File: src/rtl/ecc_secded_pkg.sv
// H-matrix construction helpers shared by the SEC-DED encoder and decoder.
package ecc_secded_pkg;

    localparam int unsigned MAX_DATA_W = 120;
    localparam int unsigned MAX_PAR_W  = 16;
    localparam int unsigned MAX_CW_W   = MAX_DATA_W + MAX_PAR_W;

    typedef logic [MAX_PAR_W-1:0]               col_t;
    typedef logic [MAX_CW_W-1:0][MAX_PAR_W-1:0] col_tab_t;

    function automatic bit is_data_col(int unsigned v);
        return ($countones(v) >= 3) && (($countones(v) % 2) == 1);
    endfunction

    function automatic int unsigned odd_col_count(int unsigned par_w);
        int unsigned n = 0;
        for (int unsigned v = 1; v < (32'd1 << par_w); v++) begin
            if (is_data_col(v)) n++;
        end
        return n;
    endfunction

    // i-th smallest odd-weight (>=3) value of par_w bits
    function automatic col_t col_of(int unsigned i, int unsigned par_w);
        int unsigned n = 0;
        col_t        c = '0;
        for (int unsigned v = 1; v < (32'd1 << par_w); v++) begin
            if (is_data_col(v)) begin
                if (n == i) c = MAX_PAR_W'(v);
                n++;
            end
        end
        return c;
    endfunction

    function automatic col_tab_t build_cols(int unsigned data_w, int unsigned par_w);
        col_tab_t t = '0;
        for (int unsigned i = 0; i < MAX_DATA_W; i++) begin
            if (i < data_w) t[i] = col_of(i, par_w);
        end
        for (int unsigned j = 0; j < MAX_PAR_W; j++) begin
            if (j < par_w) t[data_w + j] = MAX_PAR_W'(1) << j;
        end
        return t;
    endfunction

    function automatic col_t calc_parity(logic [MAX_DATA_W-1:0] d, col_tab_t cols,
                                         int unsigned data_w);
        col_t p = '0;
        for (int unsigned i = 0; i < MAX_DATA_W; i++) begin
            if ((i < data_w) && d[i]) p = p ^ cols[i];
        end
        return p;
    endfunction

    function automatic bit cfg_ok(int unsigned data_w, int unsigned par_w);
        return (data_w >= 2) && (data_w <= MAX_DATA_W) && (par_w >= 3) &&
               (par_w <= MAX_PAR_W) && (data_w <= odd_col_count(par_w));
    endfunction

endpackage

File: src/rtl/ecc_secded_syn.sv
// Combinational parity/syndrome generator: recomputed parity XOR supplied parity.
module ecc_secded_syn
    import ecc_secded_pkg::*;
#(
    parameter int unsigned DATA_W = 23,
    parameter int unsigned PAR_W  = 6
) (
    input  logic [DATA_W-1:0] i_data,
    input  logic [PAR_W-1:0]  i_par,
    output logic [PAR_W-1:0]  o_syn_c
);

    localparam col_tab_t COLS = build_cols(DATA_W, PAR_W);

    assign o_syn_c = PAR_W'(calc_parity(MAX_DATA_W'(i_data), COLS, DATA_W)) ^ i_par;

endmodule

File: src/rtl/ecc_secded_pipe.sv
// Pipelined SEC-DED engine: 1-stage encoder, 2-stage decoder, saturating error counters.
module ecc_secded_pipe
    import ecc_secded_pkg::*;
#(
    parameter  int unsigned DATA_W = 23,
    parameter  int unsigned PAR_W  = 6,
    parameter  int unsigned CNT_W  = 16,
    localparam int unsigned CW_W   = DATA_W + PAR_W,
    localparam int unsigned LOC_W  = $clog2(CW_W)
) (
    input  logic              clk,
    input  logic              rst,
    input  logic              enc_valid,
    output logic              enc_ready,
    input  logic [DATA_W-1:0] enc_data,
    output logic              enc_cw_valid,
    input  logic              enc_cw_ready,
    output logic [CW_W-1:0]   enc_cw,
    input  logic              dec_valid,
    output logic              dec_ready,
    input  logic [CW_W-1:0]   dec_cw,
    output logic              out_valid,
    input  logic              out_ready,
    output logic [DATA_W-1:0] out_data,
    output logic              out_ce,
    output logic              out_ue,
    output logic [LOC_W-1:0]  out_loc,
    input  logic              correct_en,
    input  logic              cnt_clr,
    output logic [CNT_W-1:0]  ce_cnt,
    output logic [CNT_W-1:0]  ue_cnt
);

    localparam col_tab_t COLS = build_cols(DATA_W, PAR_W);

    if (!cfg_ok(DATA_W, PAR_W)) begin : g_cfg_check
        $error("ecc_secded_pipe: DATA_W exceeds available odd-weight PAR_W columns");
    end

    logic [PAR_W-1:0]  w_enc_par;
    logic [PAR_W-1:0]  w_dec_syn;
    logic              w_s2_ready;
    logic              w_hit;
    logic [LOC_W-1:0]  w_loc;
    logic [DATA_W-1:0] w_flip;

    logic              r_enc_cw_valid;
    logic [CW_W-1:0]   r_enc_cw;
    logic              r_s1_valid;
    logic [DATA_W-1:0] r_s1_data;
    logic [PAR_W-1:0]  r_s1_syn;
    logic              r_s1_cen;
    logic              r_out_valid;
    logic [DATA_W-1:0] r_out_data;
    logic              r_out_ce;
    logic              r_out_ue;
    logic [LOC_W-1:0]  r_out_loc;
    logic [CNT_W-1:0]  r_ce_cnt;
    logic [CNT_W-1:0]  r_ue_cnt;

    ecc_secded_syn #(.DATA_W(DATA_W), .PAR_W(PAR_W)) u_enc_syn (
        .i_data  (enc_data),
        .i_par   (PAR_W'(0)),
        .o_syn_c (w_enc_par)
    );

    ecc_secded_syn #(.DATA_W(DATA_W), .PAR_W(PAR_W)) u_dec_syn (
        .i_data  (dec_cw[DATA_W-1:0]),
        .i_par   (dec_cw[CW_W-1:DATA_W]),
        .o_syn_c (w_dec_syn)
    );

    assign enc_ready  = ~r_enc_cw_valid | enc_cw_ready;
    assign w_s2_ready = ~r_out_valid | out_ready;
    assign dec_ready  = ~r_s1_valid | w_s2_ready;

    always_ff @(posedge clk) begin
        if (rst) begin
            r_enc_cw_valid <= 1'b0;
            r_enc_cw       <= '0;
        end else if (enc_valid && enc_ready) begin
            r_enc_cw_valid <= 1'b1;
            r_enc_cw       <= {w_enc_par, enc_data};
        end else if (enc_cw_ready) begin
            r_enc_cw_valid <= 1'b0;
        end
    end

    // S1: capture syndrome and the correction mode in force at accept time
    always_ff @(posedge clk) begin
        if (rst) begin
            r_s1_valid <= 1'b0;
            r_s1_data  <= '0;
            r_s1_syn   <= '0;
            r_s1_cen   <= 1'b0;
        end else if (dec_ready) begin
            r_s1_valid <= dec_valid;
            if (dec_valid) begin
                r_s1_data <= dec_cw[DATA_W-1:0];
                r_s1_syn  <= w_dec_syn;
                r_s1_cen  <= correct_en;
            end
        end
    end

    // Syndrome-to-column match; parity columns are one-hot so no data flip there
    always_comb begin
        w_hit  = 1'b0;
        w_loc  = '0;
        w_flip = '0;
        for (int unsigned i = 0; i < DATA_W; i++) begin
            if (r_s1_syn == COLS[i][PAR_W-1:0]) begin
                w_hit     = 1'b1;
                w_loc     = LOC_W'(i);
                w_flip[i] = r_s1_cen;
            end
        end
        for (int unsigned j = 0; j < PAR_W; j++) begin
            if (r_s1_syn == (PAR_W'(1) << j)) begin
                w_hit = 1'b1;
                w_loc = LOC_W'(DATA_W + j);
            end
        end
    end

    always_ff @(posedge clk) begin
        if (rst) begin
            r_out_valid <= 1'b0;
            r_out_data  <= '0;
            r_out_ce    <= 1'b0;
            r_out_ue    <= 1'b0;
            r_out_loc   <= '0;
        end else if (w_s2_ready) begin
            r_out_valid <= r_s1_valid;
            if (r_s1_valid) begin
                r_out_data <= r_s1_data ^ w_flip;
                r_out_ce   <= w_hit;
                r_out_ue   <= (r_s1_syn != '0) && !w_hit;
                r_out_loc  <= w_loc;
            end
        end
    end

    // Clear dominates a same-cycle increment
    always_ff @(posedge clk) begin
        if (rst || cnt_clr) begin
            r_ce_cnt <= '0;
            r_ue_cnt <= '0;
        end else if (r_out_valid && out_ready) begin
            if (r_out_ce && (r_ce_cnt != '1)) r_ce_cnt <= r_ce_cnt + CNT_W'(1);
            if (r_out_ue && (r_ue_cnt != '1)) r_ue_cnt <= r_ue_cnt + CNT_W'(1);
        end
    end

    assign enc_cw_valid = r_enc_cw_valid;
    assign enc_cw       = r_enc_cw;
    assign out_valid    = r_out_valid;
    assign out_data     = r_out_data;
    assign out_ce       = r_out_ce;
    assign out_ue       = r_out_ue;
    assign out_loc      = r_out_loc;
    assign ce_cnt       = r_ce_cnt;
    assign ue_cnt       = r_ue_cnt;

endmodule

File: config.mk
export PLATFORM = sky130hd
export DESIGN_NAME = ecc_secded_pipe
export DESIGN_NICKNAME = d
export VERILOG_FILES = /design/src/rtl/ecc_secded_pkg.sv /design/src/rtl/ecc_secded_syn.sv /design/src/rtl/ecc_secded_pipe.sv
export SDC_FILE = /design/constraint.sdc
export NUM_CORES = 1
export LEC_CHECK = 0
export BUFFER_PORTS_ARGS = -buffer_cell sky130_fd_sc_hd__buf_2
export CAP_MARGIN = 20
export CORE_UTILIZATION = 35
export DETAILED_ROUTE_END_ITERATION = 16
export PLACE_DENSITY = 0.65
export SYNTH_ARGS = -nofsm -noshare
export SYNTH_HDL_FRONTEND = slang
export SYNTH_SLANG_ARGS = --single-unit
File: constraint.sdc
create_clock -name clk -period 1.9 [get_ports clk]
set_clock_uncertainty 0.05 [all_clocks]
set_input_delay 0.095 -clock clk [delete_from_list [all_inputs] [get_ports clk]]
set_output_delay 0.095 -clock clk [all_outputs]
set_load 0.01 [all_outputs]
==> impl_metrics.tcl <==
set metrics [dict create \
    ys_types 69 \
    grt_pass1_vias 5960 \
    maxCapViolations 0 \
    synthArstFlopShare 0 \
    grt-busiest-layer "met2" \
    yosysTopAreaCellShare 0.3654 \
    ir_worst_vdd_mv 0.7332 \
    io_buffers 154 \
    crit_arrival_ns 2.05 \
    crit_type "in -> reg" \
    worstRegToRegCells 5 \
    drive_gt1_frac 0.2664 \
    clk_pin_slew_ns 0.06 \
    reg2reg_slack_ns 0.09 \
    vias 6356 \
    firstDrtPassIters 5 \
    ys_ff_latch 124 \
    clk_latency_ns 0.41 \
    cts_buffers 17 \
    max_freq_ghz 0.5509 \
    grt_overflow 0 \
    grt_use_total 0.1899 \
    core_um2 18890 \
    syn-cell-area_um2 6793 \
    crit-reg2reg-launch "r_s1_syn[5]" \
    numClockSinks 124 \
    run_status "finished, final reports clean" \
    die_area_um2 19970 \
    cp-start-kind "input pin" \
    nNetsFinal 1085 \
    die_x_um 141.3 \
    antenna_cells 0 \
    grt_pass1_wl_um 29990 \
    io_pins 155 \
    synth_warnings 0 \
    hold_viol_final 0 \
    power_mw 8.793 \
    yosys.area.top_type "dfxtp_1" \
    cpPeakStageDelay_ns 0.54 \
    crit_chain "dlygate4sd3_1, buf_2, xnor3_1, xnor2_2, xnor3_1, nand2_1, a21oi_1" \
    ant_nets 0 \
    syn_to_final_growth_pct 36.78 \
    syn_nets 862 \
    fin_crit_sh 0.9554 \
    yosysSeqAreaShare 0.3654 \
    grt_max_degree 95 \
    met3_usage 0.03915 \
    initial_core_util 0.3595 \
    holdCritPathClass "in -> reg" \
    worst-endpoint-required_ns 2.13 \
    wl_per_cell_um 14.35 \
    worst_pin_slew_ns 0.6205 \
    tns_ns 0 \
    yosys-top-cells-area "dfxtp_1, xnor2_1, nand2_1" \
    setup.worst_path.end_class "register" \
    antenna_found_initial 0 \
    crit_family "XOR/XNOR gates" \
    wl_um 18590 \
    cts-root-buf "clkbuf_16" \
    drc 0 \
    final_max_slew_viol_count 0 \
    setup_violations 0 \
    gp_congestion 0.8452 \
    cts_max_level 4 \
    cpMaxStageDelayCell "dlygate4sd3_1" \
    ys.flop_type "dfxtp_1" \
    path_common_cell "xnor3_1" \
    fillers 1829 \
    initialDrtViolationCount 374 \
    drt-vias-per-instance 4.904 \
    hp-start "out_ready" \
    cts_tree "yes" \
    use_met1 0.2484 \
    worst-path-buf-inv 2 \
    synthCells 800 \
    rows 50 \
    cts_buffer_depth 2 \
    p_per_area_nw_per_um2 946.4 \
    avgSynthCellArea_um2 8.491 \
    use_met2 0.3090 \
    power_leakage_nw 3.769 \
    hold_depth 4 \
    period_minus_slack_ns 1.815 \
    synth-edff-count 0 \
    min_to "out_valid" \
    slew_headroom 0.5863 \
    dp_hpwl_um 13070 \
    post_cts_buffers 0 \
    cp_max_fo 3 \
    die_y_um 141.3 \
    r2r_end "out_ue" \
]
sequential cells by signal, indices dropped and copies added (netlist names), 5 cells and up:
name,count
out_loc,5
r_s1_syn,6
out_data,23
enc_cw,29
ue_cnt,16
ce_cnt,16
r_s1_data,23
area by class of cell:
type | instances | area (µm²) | share of cell area
well taps | 260 | 325.3 | 0.03501
multi-input cells | 616 | 4061 | 0.4371
repair buffers | 258 | 1752 | 0.1885
clock buffers | 18 | 439.2 | 0.04727
flip-flops and latches | 124 | 2486 | 0.2676
inverters | 6 | 22.52 | 0.002424
clock inverters | 14 | 205.2 | 0.02208
worst register-to-register path: cells and delay by family, from the launching register on:
kind,cells,cell delay [ns]
AOI/OAI and AO/OA,1,0.14
DFF,1,0.38
and+or+nand+nor,3,0.74
xor gates and xnor gates,1,0.44
how the worst max path moves through the flow:
stage | startpoint | endpoint | slack, ns | cells past startpoint
floorplan | ue_cnt[0] | ue_cnt[11] | 0.04 | 7
global placement | ue_cnt[0] | ue_cnt[11] | 0.05 | 6
detailed placement | ce_cnt[1] | ce_cnt[1] | 0.05 | 7
CTS | dec_cw[10] | r_s1_syn[4] | 0.03 | 7
global route | ce_cnt[1] | ce_cnt[1] | -0.006 | 7
finish | enc_data[17] | enc_cw[23] | 0.08 | 7
Yosys cell counts (8+ instances only):
| master | n |
|---|---|
| o21ai_0 | 9 |
| buf_4 | 8 |
| clkbuf_1 | 24 |
| a211oi_1 | 32 |
| nand4_1 | 13 |
| nor2b_1 | 12 |
| dfxtp_1 | 124 |
| nor3_1 | 14 |
| xnor2_1 | 95 |
| xnor3_1 | 8 |
| xor2_1 | 43 |
| a21oi_1 | 59 |
| buf_2 | 12 |
| nand2b_1 | 12 |
| nand3_1 | 22 |
| nor2_1 | 77 |
| nand2_1 | 126 |
per-layer routing:
layer	routed length [µm]	up-vias
met3	784	23
met2	8898	169
met5	0	-
met4	345	0
met1	8566	2982
li1	-	3182
metrics by stage:
stage,cell area [µm²],instances,setup slack (ns),util,hold WS [ns]
3_5_place_dp,8102,1214,0.05440,0.4288,0.2891
2_1_floorplan,6798,800,0.04005,-,0.1624
6_report,9291,1296,0.08483,0.4918,0.01322
4_1_cts,9246,1296,0.03297,0.4894,0.01754
3_3_place_gp,8102,1214,0.05421,0.4288,0.2827
5_1_grt,9291,1296,-0.005773,0.4918,0.05567
power by group:
part | switching (mW) | leakage, nW | total (mW) | internal [mW]
combinational | 1.16 | 2.44 | 2.32 | 1.16
sequential | 0.148 | 1.02 | 2.92 | 2.77
clock | 1.29 | 0.309 | 3.56 | 2.26
total | 2.60 | 3.77 | 8.79 | 6.19
layout by cell type, fill, tap and decap left out, types with 3 or more instances in the layout:
master | synthesis | layout
a2111oi_2 | 2 | 3
a211oi_1 | 32 | 31
a21oi_1 | 59 | 59
a311oi_1 | 3 | 3
a31oi_1 | 4 | 3
and2_1 | 6 | 5
and3_1 | 6 | 6
and4_1 | 4 | 4
buf_12 | 0 | 6
buf_2 | 12 | 154
buf_4 | 8 | 48
bufinv_16 | 0 | 4
clkbuf_16 | 0 | 17
dfxtp_1 | 124 | 121
dfxtp_2 | 0 | 3
dlygate4sd3_1 | 0 | 50
inv_1 | 6 | 6
inv_6 | 0 | 7
mux2i_1 | 3 | 3
nand2_1 | 126 | 126
nand2b_1 | 12 | 12
nand3_1 | 22 | 21
nand3b_1 | 5 | 5
nand4_1 | 13 | 13
nor2_1 | 77 | 77
nor2b_1 | 12 | 9
nor3_1 | 14 | 14
o211ai_1 | 3 | 3
o21ai_0 | 9 | 8
o22ai_1 | 3 | 3
or2_2 | 3 | 3
or3_1 | 4 | 4
xnor2_1 | 95 | 95
xnor3_1 | 8 | 8
xor2_1 | 43 | 42
repair_timing:
item,4_1_cts,5_1_grt
hold buffers,50,0
hold endpoints to repair,49,0
pin swaps,0,2
setup endpoints to repair,1,16
resized for setup,1,12
logic make-up after synthesis:
group / synth area share
adders and majority gates: 0.003683
xor gates and xnor gates: 0.2197
muxes: 0.006079
buffers and inverters: 0.04458
AOI/OAI and AO/OA: 0.1282
and+or+nand+nor: 0.2323
DFF: 0.3654
No activity file was read; power rests on OpenSTA's default activity.
